==> src/rtl/ls_pilot_estimator.sv <==
// Least-squares channel estimates at NRS pilot REs, delivered to the
// interpolation controller in groups of four through a collect/output double buffer.
module ls_pilot_estimator #(
  parameter int Y_WIDTH = 16,
  parameter int E_WIDTH = 17
) (
  input  logic                      clk,
  input  logic                      rst,
  input  logic                      frame_start,
  input  logic                      pilot_valid,
  input  logic signed [Y_WIDTH-1:0] y_r,
  input  logic signed [Y_WIDTH-1:0] y_i,
  input  logic                      p_r,
  input  logic                      p_i,
  input  logic                      est_ready,
  output logic                      est_valid,
  output logic signed [E_WIDTH-1:0] E1_r,
  output logic signed [E_WIDTH-1:0] E2_r,
  output logic signed [E_WIDTH-1:0] E3_r,
  output logic signed [E_WIDTH-1:0] E4_r,
  output logic signed [E_WIDTH-1:0] E1_i,
  output logic signed [E_WIDTH-1:0] E2_i,
  output logic signed [E_WIDTH-1:0] E3_i,
  output logic signed [E_WIDTH-1:0] E4_i,
  output logic                      overflow
);

  localparam int S_WIDTH = E_WIDTH + 1;
  localparam logic signed [S_WIDTH-1:0] MAX_E = {2'b00, {(E_WIDTH-1){1'b1}}};
  localparam logic signed [S_WIDTH-1:0] MIN_E = {2'b11, {(E_WIDTH-1){1'b0}}};

  logic signed [S_WIDTH-1:0] yr_ext, yi_ext, a_yr, a_yi, b_yr, b_yi, sum_r, sum_i;
  logic signed [E_WIDTH-1:0] est_r, est_i;
  logic signed [E_WIDTH-1:0] col_r [4];
  logic signed [E_WIDTH-1:0] col_i [4];
  logic [1:0] idx, slot;
  logic       pending, accepted, complete, can_load;

  function automatic logic signed [E_WIDTH-1:0] saturate(input logic signed [S_WIDTH-1:0] s);
    if (s > MAX_E)      return MAX_E[E_WIDTH-1:0];
    else if (s < MIN_E) return MIN_E[E_WIDTH-1:0];
    else                return s[E_WIDTH-1:0];
  endfunction

  // y * conj(p) with |p|^2 = 2 left in; only the all-negative corner can exceed range
  always_comb begin
    yr_ext = {{(S_WIDTH-Y_WIDTH){y_r[Y_WIDTH-1]}}, y_r};
    yi_ext = {{(S_WIDTH-Y_WIDTH){y_i[Y_WIDTH-1]}}, y_i};
    a_yr   = p_r ? -yr_ext : yr_ext;
    a_yi   = p_r ? -yi_ext : yi_ext;
    b_yr   = p_i ? -yr_ext : yr_ext;
    b_yi   = p_i ? -yi_ext : yi_ext;
    sum_r  = a_yr + b_yi;
    sum_i  = a_yi - b_yr;
    est_r  = saturate(sum_r);
    est_i  = saturate(sum_i);
  end

  assign accepted = pilot_valid && !pending;
  assign slot     = frame_start ? 2'd0 : idx;
  assign complete = accepted && (slot == 2'd3);
  assign can_load = !est_valid || est_ready;

  // The fourth pilot bypasses the collect buffer so the group appears one cycle later
  always_ff @(posedge clk or posedge rst) begin
    if (rst) begin
      idx       <= '0;
      pending   <= 1'b0;
      est_valid <= 1'b0;
      overflow  <= 1'b0;
      for (int k = 0; k < 4; k++) begin
        col_r[k] <= '0;
        col_i[k] <= '0;
      end
      E1_r <= '0; E2_r <= '0; E3_r <= '0; E4_r <= '0;
      E1_i <= '0; E2_i <= '0; E3_i <= '0; E4_i <= '0;
    end else begin
      overflow <= pilot_valid && pending;
      if (accepted) begin
        col_r[slot] <= est_r;
        col_i[slot] <= est_i;
        idx         <= slot + 2'd1;
      end else if (frame_start) begin
        idx <= '0;
      end
      if (complete && can_load) begin
        E1_r <= col_r[0]; E2_r <= col_r[1]; E3_r <= col_r[2]; E4_r <= est_r;
        E1_i <= col_i[0]; E2_i <= col_i[1]; E3_i <= col_i[2]; E4_i <= est_i;
        est_valid <= 1'b1;
      end else if (complete) begin
        pending <= 1'b1;
      end else if (pending && est_ready) begin
        E1_r <= col_r[0]; E2_r <= col_r[1]; E3_r <= col_r[2]; E4_r <= col_r[3];
        E1_i <= col_i[0]; E2_i <= col_i[1]; E3_i <= col_i[2]; E4_i <= col_i[3];
        pending <= 1'b0;
      end else if (est_valid && est_ready) begin
        est_valid <= 1'b0;
      end
    end
  end

endmodule
==> config.mk <==
export PLATFORM = sky130hd
export DESIGN_NAME = ls_pilot_estimator
export DESIGN_NICKNAME = d
export VERILOG_FILES = /design/src/rtl/ls_pilot_estimator.sv
export SDC_FILE = /design/constraint.sdc
export NUM_CORES = 1
export LEC_CHECK = 0
export ABC_AREA = 1
export CAP_MARGIN = 30
export CORE_ASPECT_RATIO = 1.4
export CORE_MARGIN = 3
export CORE_UTILIZATION = 51
export DETAILED_ROUTE_END_ITERATION = 16
export GPL_TIMING_DRIVEN = 0
export PLACE_DENSITY = 0.78
export SYNTH_ARGS = -nofsm -noshare
export SYNTH_HDL_FRONTEND = slang
export SYNTH_SLANG_ARGS = --single-unit
==> constraint.sdc <==
create_clock -name clk -period 9.48 [get_ports clk]
set_clock_uncertainty 0.05 [all_clocks]
set_input_delay 2.37 -clock clk [delete_from_list [all_inputs] [get_ports clk]]
set_output_delay 2.37 -clock clk [all_outputs]
set_load 0.05 [all_outputs]
==> run_results.csv, run 1 <==
group,metric,value,unit
yosys,ys_warn_count,0,
placed_design,dp_slack,2.59,ns
sta,worstMarginPinSlew,0.759,ns
yosys,post_synth_xor_area_fraction,2.65,%
global_routing,overflow,0,
worst_setup_path,worstPathMaxFanout,10,
yosys,yosysUniqueCellTypes,42,
clock_tree,cts_setup_buffers,0,
floorplan,die_y,206,µm
routing,vias,13200,
clock_tree,insertion_delay,0.54,ns
final_layout,area_delta_synth_final,21.7,%
worst_setup_path,critical_path_buf_inv_count,4,
floorplan,core-area,27800,µm²
routing,wl_per_cell,17.0,µm
yosys,ys.flop_type,"dfrtp_1",
final_layout,layout_commonest_cell,"nand2_1",
status,outcome,"complete, no violations",
worst_setup_path,endpoint_kind,"flop",
floorplan,dieArea,30600,µm²
yosys,synthMuxAreaShare,0,%
final_layout,drive_above_1_share,7.09,%
yosys,synth_edf_count,0,
final_layout,nets,2207,
routing,initialDrtViolationCount,717,
global_routing,grtUsageTotal,28.0,%
yosys,syn_avg_cell_area,7.59,µm²
yosys,synth_top_family_by_area,"simple AND/OR/NAND/NOR gates",
yosys,synth_fa_ha_area_share,3.71,%
routing,routed_wl,42.7,mm
yosys,ys_ff_latch,277,
yosys,seq_area_frac_synth,47.6,%
yosys,synthCells,1918,
global_routing,grt_pass1_wl,68.4,mm
floorplan,io_pins,177,
sta,hold_viol_final,0,
yosys,mappedNetlistArea,14600,µm²
final_layout,final_cell_area,17700,µm²
clock_tree,clk_pin_slew,0.06,ns
final_layout,insertedDiodeCount,0,
clock_tree,cts_hold_buf,0,
clock_tree,clockBufferDepth,3,
worst_hold_path,hold_class,"flop to flop",
sta,rsz0062_at_grt,"no",
clock_tree,cts_buffers,25,
placed_design,place_area,16900,µm²
sta,min_period,6.32,ns
yosys,synth_compound_area_share,7.61,%
yosys,synth_fp_nets,1999,
global_routing,grt_antenna_before_repair,1,
placed_design,hpwl,33.4,mm
routing,vias_per_cell,5.24,
sta,setup_viol,0,
placed_design,io_buffers,174,
routing,postRouteAntennaNets,0,
worst_setup_path,path_cells,"clkdlybuf4s50_1 -> inv_1 -> ha_1 -> inv_1 -> or2_0 -> nor3_1 -> nand3_1 -> xnor2_1 -> o21ai_0 -> ha_1 -> a21oi_1 -> o21ai_0 -> nand2_1 -> nand2_1 -> a21oi_1 -> nand3_2 -> nand2_4 -> nand2_4 -> buf_6 -> nand2_2 -> nand2_1 -> nand2_1",
clock_tree,post_cts_resized,0,
sta,slew_headroom,48.9,%
routing,firstDrtPassIters,5,
routing,routed-wl-met3,1.92,mm
routing,drc,0,
clock_tree,cts-root-buf,"clkbuf_16",
final_layout,final_cell_mix,"nand2_1 (914), dfrtp_1 (277), clkdlybuf4s50_1 (174)",
sta,fmax,0.158,GHz
clock_tree,tritoncts,"built",
worst_setup_path,arrival,6.74,ns
worst_setup_path,path_common_cell,"nand2_1",
worst_setup_path,cp_slowest_stage_delay,0.61,ns
floorplan,die_w,149,µm
worst_setup_path,cp_slowest_cell,"o21ai_0",
sta,finalWorstSetupSlack,3.16,ns
run,drv_cap,0,
routing,dr_wl_met2,22.6,mm
routing,top_layer,"met5",
global_routing,grt_start_max_net_pins,41,
power_and_ir_drop,p_per_area,299,nW/µm²
final_layout,final_util,63.7,%
worst_setup_path,path_delay_family,"simple AND/OR/NAND/NOR gates",
worst_setup_path,worstSetupPathType,"input pin to flop",
floorplan,start_util,52.3,%
floorplan,rows,72,
power_and_ir_drop,leakagePower,9.27,nW
yosys,async_flop_share,100,%
clock_tree,htreeDepth,1,
global_routing,grt_pass1_vias,13300,
placed_design,gp_congestion,1.07,
sta,layout_worst_path_cycle_share,66.7,%
final_layout,fillerInstances,2430,
clock_tree,clock-sinks,277,
power_and_ir_drop,ir_drop,171,µV
worst_setup_path,worst_setup_path_start_kind,"input pin",
yosys,yosys.area_share.simple,31.9,%
routing,drt-met1-wl,16.1,mm
sta,fin_tns_setup,0,ns
sta,finalMaxSlewViolations,0,
worst_setup_path,cp_data_required_time,9.89,ns
cells by family after synthesis:
group                      after synthesis
and+or+nand+nor                       1117
DFF                                    277
buffers and inverters                  224
AOI/OAI and AO/OA                      214
xor gates and xnor gates                44
adders and majority gates               42
area by class of cell:
cell class                      instances  area [µm²]  share of cell area (%)
Buffer                                 83         417                    2.35
Clock buffer                           38         734                    4.14
Clock inverter                          8        78.8                   0.445
Inverter                              141         533                    3.01
Multi-Input combinational cell       1417        6680                    37.7
Sequential cell                       277        6930                    39.1
Tap cell                              370         463                    2.61
Timing Repair Buffer                  181        1880                    10.6
path summary, 6_finish.rpt:
check / cells after the start / end / start / slack (ns)
worst max register to register: 12 / E1_i[11] / idx[0] / 6.90
min in group asynchronous: 2 / E2_r[3] / rst / 2.29
worst min register to register: 2 / E4_r[11] / E4_r[11] / 0.43
max in group asynchronous: 5 / E4_i[7] / rst / 5.96
worst min-delay path: 2 / E4_r[11] / E4_r[11] / 0.43
worst max-delay path: 22 / col_i[29] / y_i[0] / 3.16
sequential cells by signal, summed over array words and instances (netlist names):
register   flops
idx            2
E4_i          17
E3_i          17
E3_r          17
E2_i          17
pending        1
overflow       1
est_valid      1
E1_r          17
E1_i          17
E2_r          17
E4_r          17
col_i         68
col_r         68
layer usage:
metal / global-route usage, % / vias to the layer above
met4: 12.9 / 2
li1: - / 6388
met2: 52.8 / 432
met3: 2.98 / 105
met1: 31.7 / 6261
met5: 0 / -
power by group:
part	internal (W)	switching, W
clock	0.000566	0.000442
combinational	0.000760	0.00160
sequential	0.00166	0.000276
Yosys cell counts, drive strengths merged, types with 3 or more instances:
| library cell | n | area [µm²] |
|---|---|---|
| nand2 | 962 | 3840 |
| dfrtp | 277 | 6930 |
| o21ai | 166 | 838 |
| inv | 141 | 529 |
| nand3 | 85 | 470 |
| nor2 | 52 | 233 |
| buf | 44 | 269 |
| ha | 40 | 500 |
| clkbuf | 39 | 148 |
| a21oi | 35 | 175 |
| xor2 | 31 | 272 |
| xnor2 | 13 | 114 |
| nor3 | 7 | 40.0 |
| a21o | 4 | 30.0 |
| nand4 | 4 | 25.0 |
| o21bai | 3 | 22.5 |
worst min-delay path, stage by stage (launching register included):
cell     delay [ns]
dfrtp_1        0.33
nand2_1        0.05
nand2_1        0.06
metrics by stage:
| stage | hold WS [ns] | total power, W | instances |
|---|---|---|---|
| finish | 0.425 | 0.00531 | 2515 |
| global route | 0.449 | 0.00560 | 2515 |
| CTS | 0.426 | 0.00532 | 2515 |
| detailed placement | 0.406 | 0.00429 | 2469 |
| global placement | 0.400 | 0.00423 | 2462 |
| floorplan | 0.392 | 0.00349 | 1918 |
No activity file was read; power rests on OpenSTA's default activity.
==> run 2: changes to the inputs <==
CORE_UTILIZATION = 55   (was 51)
PLACE_DENSITY = 0.8   (was 0.78)
clock period = 6.15 ns   (was 9.48 ns; I/O delays follow)
==> run 2 against run 1 <==
Sequential share of layout area about the same. Wire length increased by 0.96%. Setup slack got worse by 2.5 ns. Total power increased by 56%. Sequential power increased by 54%. Count of clock-buffer cells in the layout decreased by 2. Hold slack got worse by 0.0043 ns. First-iteration DRC count increased by 15%. Combinational power increased by 55%. Critical endpoint is now col_r[55]. Largest cell class unchanged. Highest routed layer unchanged.
==> run_results.csv, run 2 (synthesized netlist as in run 1, its figures left out) <==
group,metric,value,unit
status,outcome,"complete, no violations",
routing,postRouteAntennaNets,0,
worst_setup_path,reg2reg_from,"idx[0]",
global_routing,grt_pass1_vias,13500,
floorplan,core-area,25700,µm²
clock_tree,cts_buffers,26,
worst_setup_path,reg2regPathDepth,12,
floorplan,dieArea,28500,µm²
final_layout,final_cell_mix,"nand2_1 (914), dfrtp_1 (277), clkdlybuf4s50_1 (174)",
placed_design,hpwl,33.6,mm
worst_setup_path,path_delay_family,"simple AND/OR/NAND/NOR gates",
clock_tree,htreeDepth,1,
final_layout,drive_above_1_share,7.18,%
worst_setup_path,cp_slowest_stage_delay,0.49,ns
sta,slew_headroom,45.5,%
sta,fin_tns_setup,0,ns
placed_design,gp_congestion,1.04,
final_layout,final_util,68.8,%
final_layout,top_regs,"col_i x68, col_r x68",
power_and_ir_drop,ir_drop,297,µV
sta,finalWorstSetupSlack,0.676,ns
floorplan,die_w,144,µm
floorplan,start_util,56.6,%
placed_design,dp_slack,0.169,ns
placed_design,place_area,16800,µm²
worst_setup_path,endpoint_kind,"flop",
clock_tree,clock-sinks,277,
clock_tree,cts_setup_buffers,0,
routing,initialDrtViolationCount,821,
clock_tree,cts_hold_buf,0,
worst_setup_path,path_common_cell,"nand2_1",
power_and_ir_drop,leakagePower,9.30,nW
final_layout,layout_commonest_cell,"nand2_1",
sta,layout_worst_path_cycle_share,89.0,%
routing,firstDrtPassIters,5,
routing,vias,13400,
final_layout,area_delta_synth_final,21.6,%
global_routing,grt_pass1_wl,68.6,mm
sta,rsz0062_at_grt,"no",
sta,min_period,5.47,ns
run,drv_cap,0,
worst_setup_path,rr_endpoint,"E1_i[11]",
worst_hold_path,holdPathStages,2,
worst_hold_path,hold_class,"flop to flop",
worst_hold_path,hold_end,"E2_i[3]",
routing,routed_wl,43.1,mm
floorplan,io_pins,177,
sta,finalMaxSlewViolations,0,
floorplan,rows,69,
worst_setup_path,arrival,5.86,ns
final_layout,insertedDiodeCount,0,
placed_design,io_buffers,174,
worst_setup_path,critical_path_buf_inv_count,7,
power_and_ir_drop,p_per_area,467,nW/µm²
worst_setup_path,cp_slowest_cell,"o21ai_0",
final_layout,nets,2208,
clock_tree,clockBufferDepth,3,
clock_tree,insertion_delay,0.54,ns
global_routing,grt_start_max_net_pins,45,
sta,fmax,0.183,GHz
clock_tree,tritoncts,"built",
routing,drc,0,
routing,vias_per_cell,5.44,
sta,setup_viol,0,
routing,wl_per_cell,17.5,µm
floorplan,die_y,199,µm
worst_setup_path,worstSetupPathType,"input pin to flop",
worst_setup_path,worst_setup_path_start_kind,"input pin",
clock_tree,post_cts_resized,0,
clock_tree,cts-root-buf,"clkbuf_16",
global_routing,grt_antenna_before_repair,1,
global_routing,overflow,0,
worst_setup_path,path_depth,26,
global_routing,grtUsageTotal,30.3,%
final_layout,final_cell_area,17700,µm²
clock_tree,clk_pin_slew,0.07,ns
worst_setup_path,cp_data_required_time,6.53,ns
worst_hold_path,hold_start,"col_i[37]",
sta,hold_viol_final,0,
worst_setup_path,worstPathMaxFanout,10,
sta,worstMarginPinSlew,0.809,ns
worst_setup_path,reg2reg_setup_slack,3.54,ns
==> run 2: metrics by stage <==
step / power [W] / hold WS, ns / std cells
finish: 0.00827 / 0.421 / 2464
global route: 0.00871 / 0.444 / 2464
CTS: 0.00829 / 0.424 / 2464
detailed placement: 0.00663 / 0.408 / 2418
global placement: 0.00652 / 0.402 / 2411
floorplan: 0.00538 / 0.392 / 1918
==> run 2: how the worst max path moves through the flow <==
stage / from / end / slack [ns]
2_1_floorplan: rst / E1_i[0] / 0.90
3_3_place_gp: rst / E4_r[5] / -0.87
3_5_place_dp: y_i[0] / col_i[4] / 0.17
4_1_cts: y_i[0] / col_i[4] / 0.69
5_1_grt: y_i[0] / col_i[12] / 0.19
6_report: y_r[0] / col_r[55] / 0.68
==> run 2: tightest hold or removal path: cells and delay by family (launching register included) <==
family           cells  cell delay (ns)
DFF                  1             0.34
and+or+nand+nor      2             0.09
==> run 2: metal layers <==
metal	GRT usage [%]	vias up	part of all wire, %
met2	55.5	489	52
met5	0	-	0.046
met1	34.3	6394	36
met3	3.56	123	5.6
met4	15.5	2	5.7
li1	-	6389	-
==> run 2: report_power, final <==
| group | internal [W] | leakage (nW) | switching, W |
|---|---|---|---|
| clock network | 0.000938 | 0.430 | 0.000690 |
| registers | 0.00256 | 3.50 | 0.000421 |
| logic | 0.00117 | 5.37 | 0.00249 |
| total | 0.00467 | 9.30 | 0.00360 |
==> run 2: cell type report <==
cell class                 instances  area, µm²
fill                            2112       8020
sequential                       277       6930
multi-input combinational       1417       6680
timing repair buffer             181       1880
clock buffer                      36        749
inverter                         141        533
buffer                            83        417
tap                              319        399
clock inverter                    10        110
